--- src/rtl/prg_saver_if.sv ---
// Memory read port and outgoing byte-stream port of the PRG saver.
// The saver drives through the master modport; RAM and consumer sit on the slave side.
interface prg_saver_if;
    logic [15:0] mem_addr;
    logic        mem_rd;
    logic [7:0]  mem_dout;
    logic [7:0]  out_data;
    logic        out_valid;
    logic        out_ready;
    logic        out_last;

    modport master (
        output mem_addr, mem_rd, out_data, out_valid, out_last,
        input  mem_dout, out_ready
    );

    modport slave (
        input  mem_addr, mem_rd, out_data, out_valid, out_last,
        output mem_dout, out_ready
    );
endinterface

--- src/rtl/prg_saver.sv ---
// Snapshots the VIC-20 BASIC program area and streams it as a .PRG byte stream.
// Optional running XOR checksum on csum when PRG_SAVER_CSUM_EN is defined.
module prg_saver #(
    parameter logic [15:0] PTR_START = 16'h002B,
    parameter logic [15:0] PTR_END   = 16'h002D,
    parameter logic [15:0] MAX_ADDR  = 16'hA000,
    parameter int          RAM_LAT   = 1
) (
    input  logic        clk_sys,
    input  logic        reset_n,
    input  logic        start,
    input  logic        abort,
    prg_saver_if.master bus,
    output logic [16:0] length,
    output logic        busy,
    output logic        done,
    output logic        err,
    output logic [7:0]  csum
);
    typedef enum logic [3:0] {
        IDLE, PTR, CALC, HDR_LO, HDR_HI, FETCH, WAIT, HOLD, FIN
    } state_t;

    localparam logic [1:0] LAT_LOAD = 2'(RAM_LAT - 1);

    state_t      state_reg;
    logic [15:0] mem_addr_reg;
    logic        mem_rd_reg;
    logic [7:0]  out_data_reg;
    logic        out_valid_reg;
    logic        out_last_reg;
    logic [16:0] length_reg;
    logic        busy_reg;
    logic        done_reg;
    logic        err_reg;
    logic [15:0] start_ptr_reg;
    logic [15:0] end_ptr_reg;
    logic [15:0] end_c_reg;
    logic [15:0] cur_reg;
    logic [1:0]  ptr_idx_reg;
    logic        ptr_wait_reg;
    logic [1:0]  lat_cnt_reg;
    logic [15:0] end_clamped;
    logic        accept;

    assign end_clamped = (end_ptr_reg > MAX_ADDR) ? MAX_ADDR : end_ptr_reg;
    assign accept      = out_valid_reg && bus.out_ready;

    assign bus.mem_addr  = mem_addr_reg;
    assign bus.mem_rd    = mem_rd_reg;
    assign bus.out_data  = out_data_reg;
    assign bus.out_valid = out_valid_reg;
    assign bus.out_last  = out_last_reg;
    assign length        = length_reg;
    assign busy          = busy_reg;
    assign done          = done_reg;
    assign err           = err_reg;

    always_ff @(posedge clk_sys) begin
        if (!reset_n) begin
            state_reg     <= IDLE;
            mem_addr_reg  <= 16'h0000;
            mem_rd_reg    <= 1'b0;
            out_data_reg  <= 8'h00;
            out_valid_reg <= 1'b0;
            out_last_reg  <= 1'b0;
            length_reg    <= 17'd0;
            busy_reg      <= 1'b0;
            done_reg      <= 1'b0;
            err_reg       <= 1'b0;
            start_ptr_reg <= 16'h0000;
            end_ptr_reg   <= 16'h0000;
            end_c_reg     <= 16'h0000;
            cur_reg       <= 16'h0000;
            ptr_idx_reg   <= 2'd0;
            ptr_wait_reg  <= 1'b0;
            lat_cnt_reg   <= 2'd0;
        end else begin
            mem_rd_reg <= 1'b0;
            done_reg   <= 1'b0;
            // Abort beats acceptance; any read still in flight is simply never captured.
            if (abort && state_reg != IDLE) begin
                state_reg     <= IDLE;
                out_valid_reg <= 1'b0;
                out_last_reg  <= 1'b0;
                busy_reg      <= 1'b0;
            end else begin
                case (state_reg)
                    IDLE: begin
                        if (start && !abort) begin
                            state_reg    <= PTR;
                            busy_reg     <= 1'b1;
                            err_reg      <= 1'b0;
                            mem_addr_reg <= PTR_START;
                            mem_rd_reg   <= 1'b1;
                            ptr_idx_reg  <= 2'd0;
                            ptr_wait_reg <= 1'b0;
                        end
                    end
                    PTR: begin
                        if (!ptr_wait_reg) begin
                            ptr_wait_reg <= 1'b1;
                            lat_cnt_reg  <= LAT_LOAD;
                        end else if (lat_cnt_reg != 2'd0) begin
                            lat_cnt_reg <= lat_cnt_reg - 2'd1;
                        end else begin
                            case (ptr_idx_reg)
                                2'd0:    start_ptr_reg[7:0]  <= bus.mem_dout;
                                2'd1:    start_ptr_reg[15:8] <= bus.mem_dout;
                                2'd2:    end_ptr_reg[7:0]    <= bus.mem_dout;
                                default: end_ptr_reg[15:8]   <= bus.mem_dout;
                            endcase
                            if (ptr_idx_reg == 2'd3) begin
                                state_reg <= CALC;
                            end else begin
                                ptr_idx_reg  <= ptr_idx_reg + 2'd1;
                                ptr_wait_reg <= 1'b0;
                                mem_rd_reg   <= 1'b1;
                                mem_addr_reg <= (ptr_idx_reg == 2'd1) ? PTR_END : mem_addr_reg + 16'd1;
                            end
                        end
                    end
                    CALC: begin
                        end_c_reg <= end_clamped;
                        cur_reg   <= start_ptr_reg;
                        if (end_clamped <= start_ptr_reg) begin
                            err_reg    <= 1'b1;
                            length_reg <= 17'd2;
                        end else begin
                            length_reg <= {1'b0, end_clamped} - {1'b0, start_ptr_reg} + 17'd2;
                        end
                        state_reg     <= HDR_LO;
                        out_valid_reg <= 1'b1;
                        out_data_reg  <= start_ptr_reg[7:0];
                        out_last_reg  <= 1'b0;
                    end
                    HDR_LO: begin
                        if (accept) begin
                            state_reg    <= HDR_HI;
                            out_data_reg <= start_ptr_reg[15:8];
                            out_last_reg <= err_reg;
                        end
                    end
                    HDR_HI: begin
                        if (accept) begin
                            out_valid_reg <= 1'b0;
                            out_last_reg  <= 1'b0;
                            if (err_reg) begin
                                state_reg <= FIN;
                                done_reg  <= 1'b1;
                            end else begin
                                state_reg    <= FETCH;
                                mem_addr_reg <= cur_reg;
                                mem_rd_reg   <= 1'b1;
                            end
                        end
                    end
                    FETCH: begin
                        state_reg   <= WAIT;
                        lat_cnt_reg <= LAT_LOAD;
                    end
                    WAIT: begin
                        if (lat_cnt_reg != 2'd0) begin
                            lat_cnt_reg <= lat_cnt_reg - 2'd1;
                        end else begin
                            state_reg     <= HOLD;
                            out_data_reg  <= bus.mem_dout;
                            out_valid_reg <= 1'b1;
                            out_last_reg  <= (cur_reg == end_c_reg - 16'd1);
                        end
                    end
                    HOLD: begin
                        if (accept) begin
                            out_valid_reg <= 1'b0;
                            out_last_reg  <= 1'b0;
                            if (out_last_reg) begin
                                state_reg <= FIN;
                                done_reg  <= 1'b1;
                            end else begin
                                state_reg    <= FETCH;
                                cur_reg      <= cur_reg + 16'd1;
                                mem_addr_reg <= cur_reg + 16'd1;
                                mem_rd_reg   <= 1'b1;
                            end
                        end
                    end
                    FIN: begin
                        state_reg <= IDLE;
                        busy_reg  <= 1'b0;
                    end
                    default: begin
                        state_reg <= IDLE;
                        busy_reg  <= 1'b0;
                    end
                endcase
            end
        end
    end

`ifdef PRG_SAVER_CSUM_EN
    logic [7:0] csum_reg;

    always_ff @(posedge clk_sys) begin
        if (!reset_n) begin
            csum_reg <= 8'h00;
        end else if (state_reg == IDLE && start && !abort) begin
            csum_reg <= 8'h00;
        end else if (accept && !abort) begin
            csum_reg <= csum_reg ^ out_data_reg;
        end
    end

    assign csum = csum_reg;
`else
    assign csum = 8'h00;
`endif

endmodule

--- src/flat_wrapper.sv ---
// flat-port wrapper written by rule: the top's interface ports become plain ports
module prg_saver_flat 
#(
    parameter logic [15:0] PTR_START = 16'h002B,
    parameter logic [15:0] PTR_END   = 16'h002D,
    parameter logic [15:0] MAX_ADDR  = 16'hA000,
    parameter int          RAM_LAT   = 1
)
  (clk_sys, reset_n, start, abort, length, busy, done, err, csum, bus_mem_addr, bus_mem_rd, bus_out_data, bus_out_valid, bus_out_last, bus_mem_dout, bus_out_ready);
  prg_saver_if bus_i ();
  input  logic clk_sys;
  input  logic reset_n;
  input  logic start;
  input  logic abort;
  output logic [16:0] length;
  output logic busy;
  output logic done;
  output logic err;
  output logic [7:0] csum;
  output wire logic [$bits(bus_i.mem_addr)-1:0] bus_mem_addr;
  output wire logic [$bits(bus_i.mem_rd)-1:0] bus_mem_rd;
  output wire logic [$bits(bus_i.out_data)-1:0] bus_out_data;
  output wire logic [$bits(bus_i.out_valid)-1:0] bus_out_valid;
  output wire logic [$bits(bus_i.out_last)-1:0] bus_out_last;
  input wire logic [$bits(bus_i.mem_dout)-1:0] bus_mem_dout;
  input wire logic [$bits(bus_i.out_ready)-1:0] bus_out_ready;
  assign bus_mem_addr = bus_i.mem_addr;
  assign bus_mem_rd = bus_i.mem_rd;
  assign bus_out_data = bus_i.out_data;
  assign bus_out_valid = bus_i.out_valid;
  assign bus_out_last = bus_i.out_last;
  assign bus_i.mem_dout = bus_mem_dout;
  assign bus_i.out_ready = bus_out_ready;
  prg_saver #(.PTR_START(PTR_START), .PTR_END(PTR_END), .MAX_ADDR(MAX_ADDR), .RAM_LAT(RAM_LAT)) u_core (.clk_sys(clk_sys), .reset_n(reset_n), .start(start), .abort(abort), .bus(bus_i), .length(length), .busy(busy), .done(done), .err(err), .csum(csum));
endmodule
--- config.mk ---
export PLATFORM = sky130hd
export DESIGN_NAME = prg_saver_flat
export DESIGN_NICKNAME = d
export VERILOG_FILES = /design/src/rtl/prg_saver_if.sv /design/src/rtl/prg_saver.sv /design/src/flat_wrapper.sv
export SDC_FILE = /design/constraint.sdc
export NUM_CORES = 1
export LEC_CHECK = 0
export ABC_CLOCK_PERIOD_IN_PS = 3900
export BUFFER_PORTS_ARGS = -buffer_cell sky130_fd_sc_hd__buf_2
export CELL_PAD_IN_SITES_DETAIL_PLACEMENT = 1
export CELL_PAD_IN_SITES_GLOBAL_PLACEMENT = 1
export CORE_UTILIZATION = 42
export CTS_BUF_LIST = sky130_fd_sc_hd__clkbuf_4 sky130_fd_sc_hd__clkbuf_8
export CTS_CLUSTER_DIAMETER = 120
export CTS_CLUSTER_SIZE = 25
export DETAILED_ROUTE_END_ITERATION = 16
export PLACE_DENSITY_LB_ADDON = 0.1
export SLEW_MARGIN = 20
export SYNTH_ARGS = -nofsm -noshare
export SYNTH_HDL_FRONTEND = slang
export SYNTH_SLANG_ARGS = --single-unit
--- constraint.sdc ---
create_clock -name clk_sys -period 3.9 [get_ports clk_sys]
set_clock_uncertainty 0.2 [all_clocks]
set_input_delay 0.39 -clock clk_sys [delete_from_list [all_inputs] [get_ports clk_sys]]
set_output_delay 0.39 -clock clk_sys [all_outputs]
set_load 0.03 [all_outputs]
**Word level (Yosys, flattened, before mapping)**

Index checks and enable logic that the tools add are counted.

- Input port bits: 13
- Logic and storage cells: 157
- Register bits after elaboration: 120

- Reductions and logical operators: 36
- Eq/ne operators: 24
- $add $sub $neg: 7
- Bitwise operators: 5
- Magnitude comparators: 2
- Mux-type cells: 64

Operator list:

| cell | count |
|---|---|
| two-way mux 16 bit | 10 |
| case mux 16 bit (4 select lines) | 1 |
| two-way mux 4 bit | 10 |
| adder 16 x 1 -> 16 bit (second input constant) | 2 |
| case mux 16 bit (2 select lines) | 1 |
| case mux 4 bit (8 select lines) | 1 |
| case mux 8 bit (3 select lines) | 1 |
| two-way mux 1 bit | 22 |
| AND reduction 5 bit | 4 |
| adder 17 x 2 -> 17 bit (second input constant) | 1 |
| two-way mux 17 bit | 1 |
| subtractor 16 x 16 -> 17 bit | 1 |
| equality test 16 bit | 1 |
| equality test 4 x 3 -> 1 bit (second input constant) | 4 |
| > comparator 16 bit (second input constant) | 1 |
| less-or-equal comparator 16 bit | 1 |
| two-way mux 8 bit | 2 |
| != test 2 x 1 -> 1 bit (second input constant) | 8 |
| AND reduction 4 bit | 4 |
| subtractor 16 x 1 -> 16 bit (second input constant) | 1 |
| two-way mux 2 bit | 6 |
| nonzero test 4 bit | 3 |
| != test 2 bit (second input constant) | 5 |
| AND reduction 10 bit | 1 |
| other kinds (25) | 46 |

**Depth between registers and ports, before layout**

- Word-level depth: 6
- Gate-level depth with buffers: 16

**Worst setup path after synthesis**

No wires, ideal clock.

- Path kind: register to register
- Start point: register u_core.end_ptr_reg[0]
- End point: register u_core.length_reg[16], in the netlist u_core.length[16]
- Cell stages (with the launch flop): 14
- Data arrival time: 3261 ps
- Clock period less this slack: 3583 ps
- Setup time: 122 ps
- Required time: 3578 ps
- Slack: 317 ps
- Path through: dfxtp_1 > nor4b_1 > nand4_1 > o211ai_1 > clkbuf_1 > and2_1 > ha_1 > ha_1 > a211o_1 > a31oi_1 > o211ai_1 > a21oi_1 > and4b_1 > a311o_1

- Cells in the longest elaborated chain, start to end: 5
- Elaborated cells on any way between the ends: 6
- Classes of those cells: add/sub: 2; order compare: 2; mux: 2

RTL lines:

| what | line | source |
|---|---|---|
| start: declaration | prg_saver.sv:37 | `logic [15:0] end_ptr_reg;` |
| start signal: assignment | prg_saver.sv:110 | `2'd2: end_ptr_reg[7:0] <= bus.mem_dout;` |
| > comparator 16 bit * | prg_saver.sv:46 | `assign end_clamped = (end_ptr_reg > MAX_ADDR) ? MAX_ADDR : end_ptr_reg;` |
| two-way mux 16 bit * | prg_saver.sv:46 |  |
| named net u_core.end_clamped[2] | prg_saver.sv:43 | `logic [15:0] end_clamped;` |
| subtractor 16 x 16 -> 17 bit | prg_saver.sv:130 | `length_reg <= {1'b0, end_clamped} - {1'b0, start_ptr_reg} + 17'd2;` |
| adder 17 x 2 -> 17 bit | prg_saver.sv:130 |  |
| two-way mux 17 bit * | prg_saver.sv:126 | `if (end_clamped <= start_ptr_reg) begin` |
| end signal: assignment | prg_saver.sv:130 |  |
| end: declaration | prg_saver.sv:32 | `logic [16:0] length_reg;` |

The timed path passes the listed nets; every way through them passes the cells marked *.
A chain may end at the register's enable or synchronous reset.

**Worst setup path in the final report**

- Start point: register u_core.end_ptr_reg[4]
- End point: register u_core.length_reg[16], in the netlist u_core.length[16]

- Cells in the longest elaborated chain, start to end: 5
- Elaborated cells on any way between the ends: 6
- Classes of those cells: add/sub: 2; order compare: 2; mux: 2

RTL lines:

| what | line |
|---|---|
| > comparator 16 bit | prg_saver.sv:46 |
| two-way mux 16 bit * | prg_saver.sv:46 |
| named net u_core.end_clamped[4] | prg_saver.sv:43 |
| subtractor 16 x 16 -> 17 bit | prg_saver.sv:130 |
| adder 17 x 2 -> 17 bit | prg_saver.sv:130 |
| two-way mux 17 bit * | prg_saver.sv:126 |

Marks and branches as above.

==> reports/metrics.yaml <==
global_routing:
  met2_usage_pct: 45.06
  use_met1_pct: 37.48
  grt_util_all_layers_pct: 27.43
  grt_max_degree: 56
  grt_pass1_wl_um: 42370
  grt_use_met3_pct: 4.348
  antenna_found_initial: 0
  overflow: 0
  grt_pass1_vias: 7812
  grt_busiest_layer: "met2"
power:
  p_per_area_nw_per_um2: 384.6
  power.total_mw: 3.463
  total_leakage_power_nw: 3.446
  irDropWorstVdd_mv: 0.2296
clock_network:
  cts.sinks: 120
  ctsHoldBuffers: 0
  cts_tree: "yes"
  cts.clk_slew.worst_paths_ns: 0.09
  cts_buffers: 17
  insertion_delay_ns: 0.45
  clock_path_buffers: 2
  root_buffer: "clkbuf_8"
  htreeDepth: 4
placement:
  dp_hpwl_um: 19720
  gp_congestion: 0.8627
  portBuffers: 59
  dpl_worst_slack_ns: 0.1091
  dpl.cell_count: 1302
sta:
  setup_violations: 0
  final_hold_viol_count: 0
  tightest_slew_ns: 1.075
  fin_crit_sh_pct: 95.67
  fmax_mhz: 268.0
  slew_headroom_pct: 28.26
  finalWorstSetupSlack_ns: 0.1690
  min_period_ns: 3.731
  finalMaxSlewViolations: 0
route:
  totalWireLength_um: 26640
  via_per_inst: 5.957
  vias: 7965
  drt_iter0_markers: 435
  drt-wirelength-per-cell_um: 19.92
  remaining_drc_errors: 0
  antenna_left: 0
  first_pass_iters: 5
setup_path:
  required_ns: 4.04
  critPathKind: "flop to flop"
  crit_path_start_kind: "flop"
  arrival_ns: 3.87
  crit_path_end_kind: "flop"
  worstPathMaxFanout: 6
layout:
  final_nets: 1152
  largest_register_ffs: 17
  diodes: 0
  regArea_um2: 2402
  fill_cells: 2353
  stdcell_count: 1337
  final_core_util_pct: 47.98
  drive_above_1_share_pct: 13.69
  syn_to_final_growth_pct: 11.39
  multi_input_area_um2: 5231
worst_hold_path:
  holdCritPathClass: "input port to flop"
logic_synthesis:
  ys_seq_elements: 120
  synthArstFlopShare_pct: 0
  ys_seq_area_share_pct: 29.72
  yosysWarnings: 0
  yosys_most_used_dff: "dfxtp_1"
  synth_edf_count: 0
  synth_cell_types: 88
  synth_area_um2: 8084
  syn_avg_cell_area_um2: 7.677
  syn_inst: 1053
floorplan:
  rows: 50
  top_level_ports: 68
  dieArea_um2: 19810
  fp.dieW_um: 140.7
  chipHeight_um: 140.7
  core_area_um2: 18770
  start_util_pct: 43.07
status:
  outcome: "complete, no violations"
flow_run:
  timing.max_cap.violations: 0
-- layout make-up --
type | instances | share of cell area, %
Multi-Input combinational cell | 825 | 58.09
Sequential cell | 120 | 26.68
Timing Repair Buffer | 85 | 5.447
Tap cell | 234 | 3.251
Clock buffer | 20 | 2.987
Clock inverter | 12 | 1.834
Inverter | 41 | 1.709
-- synthesized netlist by cell type (all sizes together) (9+ instances only) --
| master | number | area, µm² |
|---|---|---|
| a211oi | 10 | 75.07 |
| a21o | 17 | 127.6 |
| a21oi | 124 | 620.6 |
| a22oi | 13 | 97.59 |
| a31oi | 11 | 68.82 |
| and2 | 15 | 93.84 |
| buf | 33 | 212.7 |
| clkbuf | 41 | 153.9 |
| dfxtp | 120 | 2402 |
| fa | 9 | 180.2 |
| ha | 40 | 500.5 |
| inv | 40 | 150.1 |
| mux2i | 13 | 130.1 |
| nand2 | 134 | 503.0 |
| nand2b | 12 | 75.07 |
| nand3 | 68 | 345.3 |
| nand4 | 14 | 87.58 |
| nor2 | 69 | 264.0 |
| nor3 | 24 | 125.1 |
| nor4 | 10 | 75.07 |
| o21ai | 67 | 335.3 |
| xnor2 | 16 | 140.1 |
| xor2 | 15 | 131.4 |
-- final timing paths --
check                                startpoint                                  to  slack [ns]  cells past startpoint
max          u_core.end_ptr_reg[4]$_SDFFE_PN0P_      u_core.length[16]$_SDFFE_PN0P_        0.17                     13
min                             bus_mem_dout[7]  u_core.end_ptr_reg[7]$_SDFFE_PN0P_        0.04                      3
max reg2reg  u_core.end_ptr_reg[4]$_SDFFE_PN0P_      u_core.length[16]$_SDFFE_PN0P_        0.17                     13
min reg2reg       u_core.length[0]$_SDFFE_PN0P_       u_core.length[0]$_SDFFE_PN0P_        0.25                      2
-- kinds of logic after synthesis --
family	Yosys count	synth area share (%)
flip-flops	120	29.72
multiplexers	14	1.749
AO/OA/AOI/OAI	317	24.73
adder cells (fa/ha/maj)	49	8.420
buffers and inverters	115	6.439
AND/OR/NAND/NOR	406	25.54
other	1	0.04639
XOR/XNOR	31	3.359
-- where the power goes --
group          internal (mW)  switching, mW
clock                  0.681          0.571
sequential              1.27         0.0995
combinational          0.275          0.566
-- placed cells by master, fill, tap and decap left out, types with 8 or more instances in the layout --
cell type	instances
a211oi_1	9
a21o_1	17
a21oi_1	124
a22oi_1	13
a31oi_1	10
and2_1	15
and3_1	8
buf_2	59
buf_4	26
clkbuf_8	19
conb_1	8
dfxtp_1	120
fa_1	8
ha_1	40
inv_1	40
mux2i_1	13
nand2_1	134
nand2b_1	12
nand3_1	67
nand4_1	14
nor2_1	67
nor3_1	23
o21ai_0	66
xnor2_1	16
xor2_1	15
-- per-layer routing --
layer | share of wire, % | vias to the layer above | wire, µm
met5 | 0 | - | 0
met4 | 0.99 | 0 | 263
met3 | 4.1 | 18 | 1105
met2 | 46 | 168 | 12370
met1 | 48 | 3925 | 12900
li1 | - | 3854 | -
-- stage by stage --
| step | hold slack, ns | TNS [ns] | area (µm²) |
|---|---|---|---|
| after floorplan | 0.2444 | 0 | 8110 |
| after global placement | 0.2359 | 0 | 8511 |
| after detailed placement | 0.2425 | 0 | 8511 |
| after CTS | 0.01923 | 0 | 8945 |
| after global routing | 0.02007 | -0.04756 | 9005 |
| final | 0.03634 | 0 | 9005 |
-- timing repair --
item	in CTS	in global routing
endpoints found under the setup margin	0	8
buffers inserted	0	3
resized for setup	0	7
-- critical path, cell delays in order (launching register included) --
cell,delay [ns]
dfxtp_1,0.34
nor4_2,0.30
nand4_1,0.12
o211ai_1,0.23
buf_4,0.19
and2_1,0.16
ha_1,0.21
fa_2,0.49
a21o_1,0.21
a31oi_2,0.21
o211ai_1,0.22
a21oi_1,0.23
and4b_1,0.21
a311o_1,0.30
No activity file was read; power rests on OpenSTA's default activity.
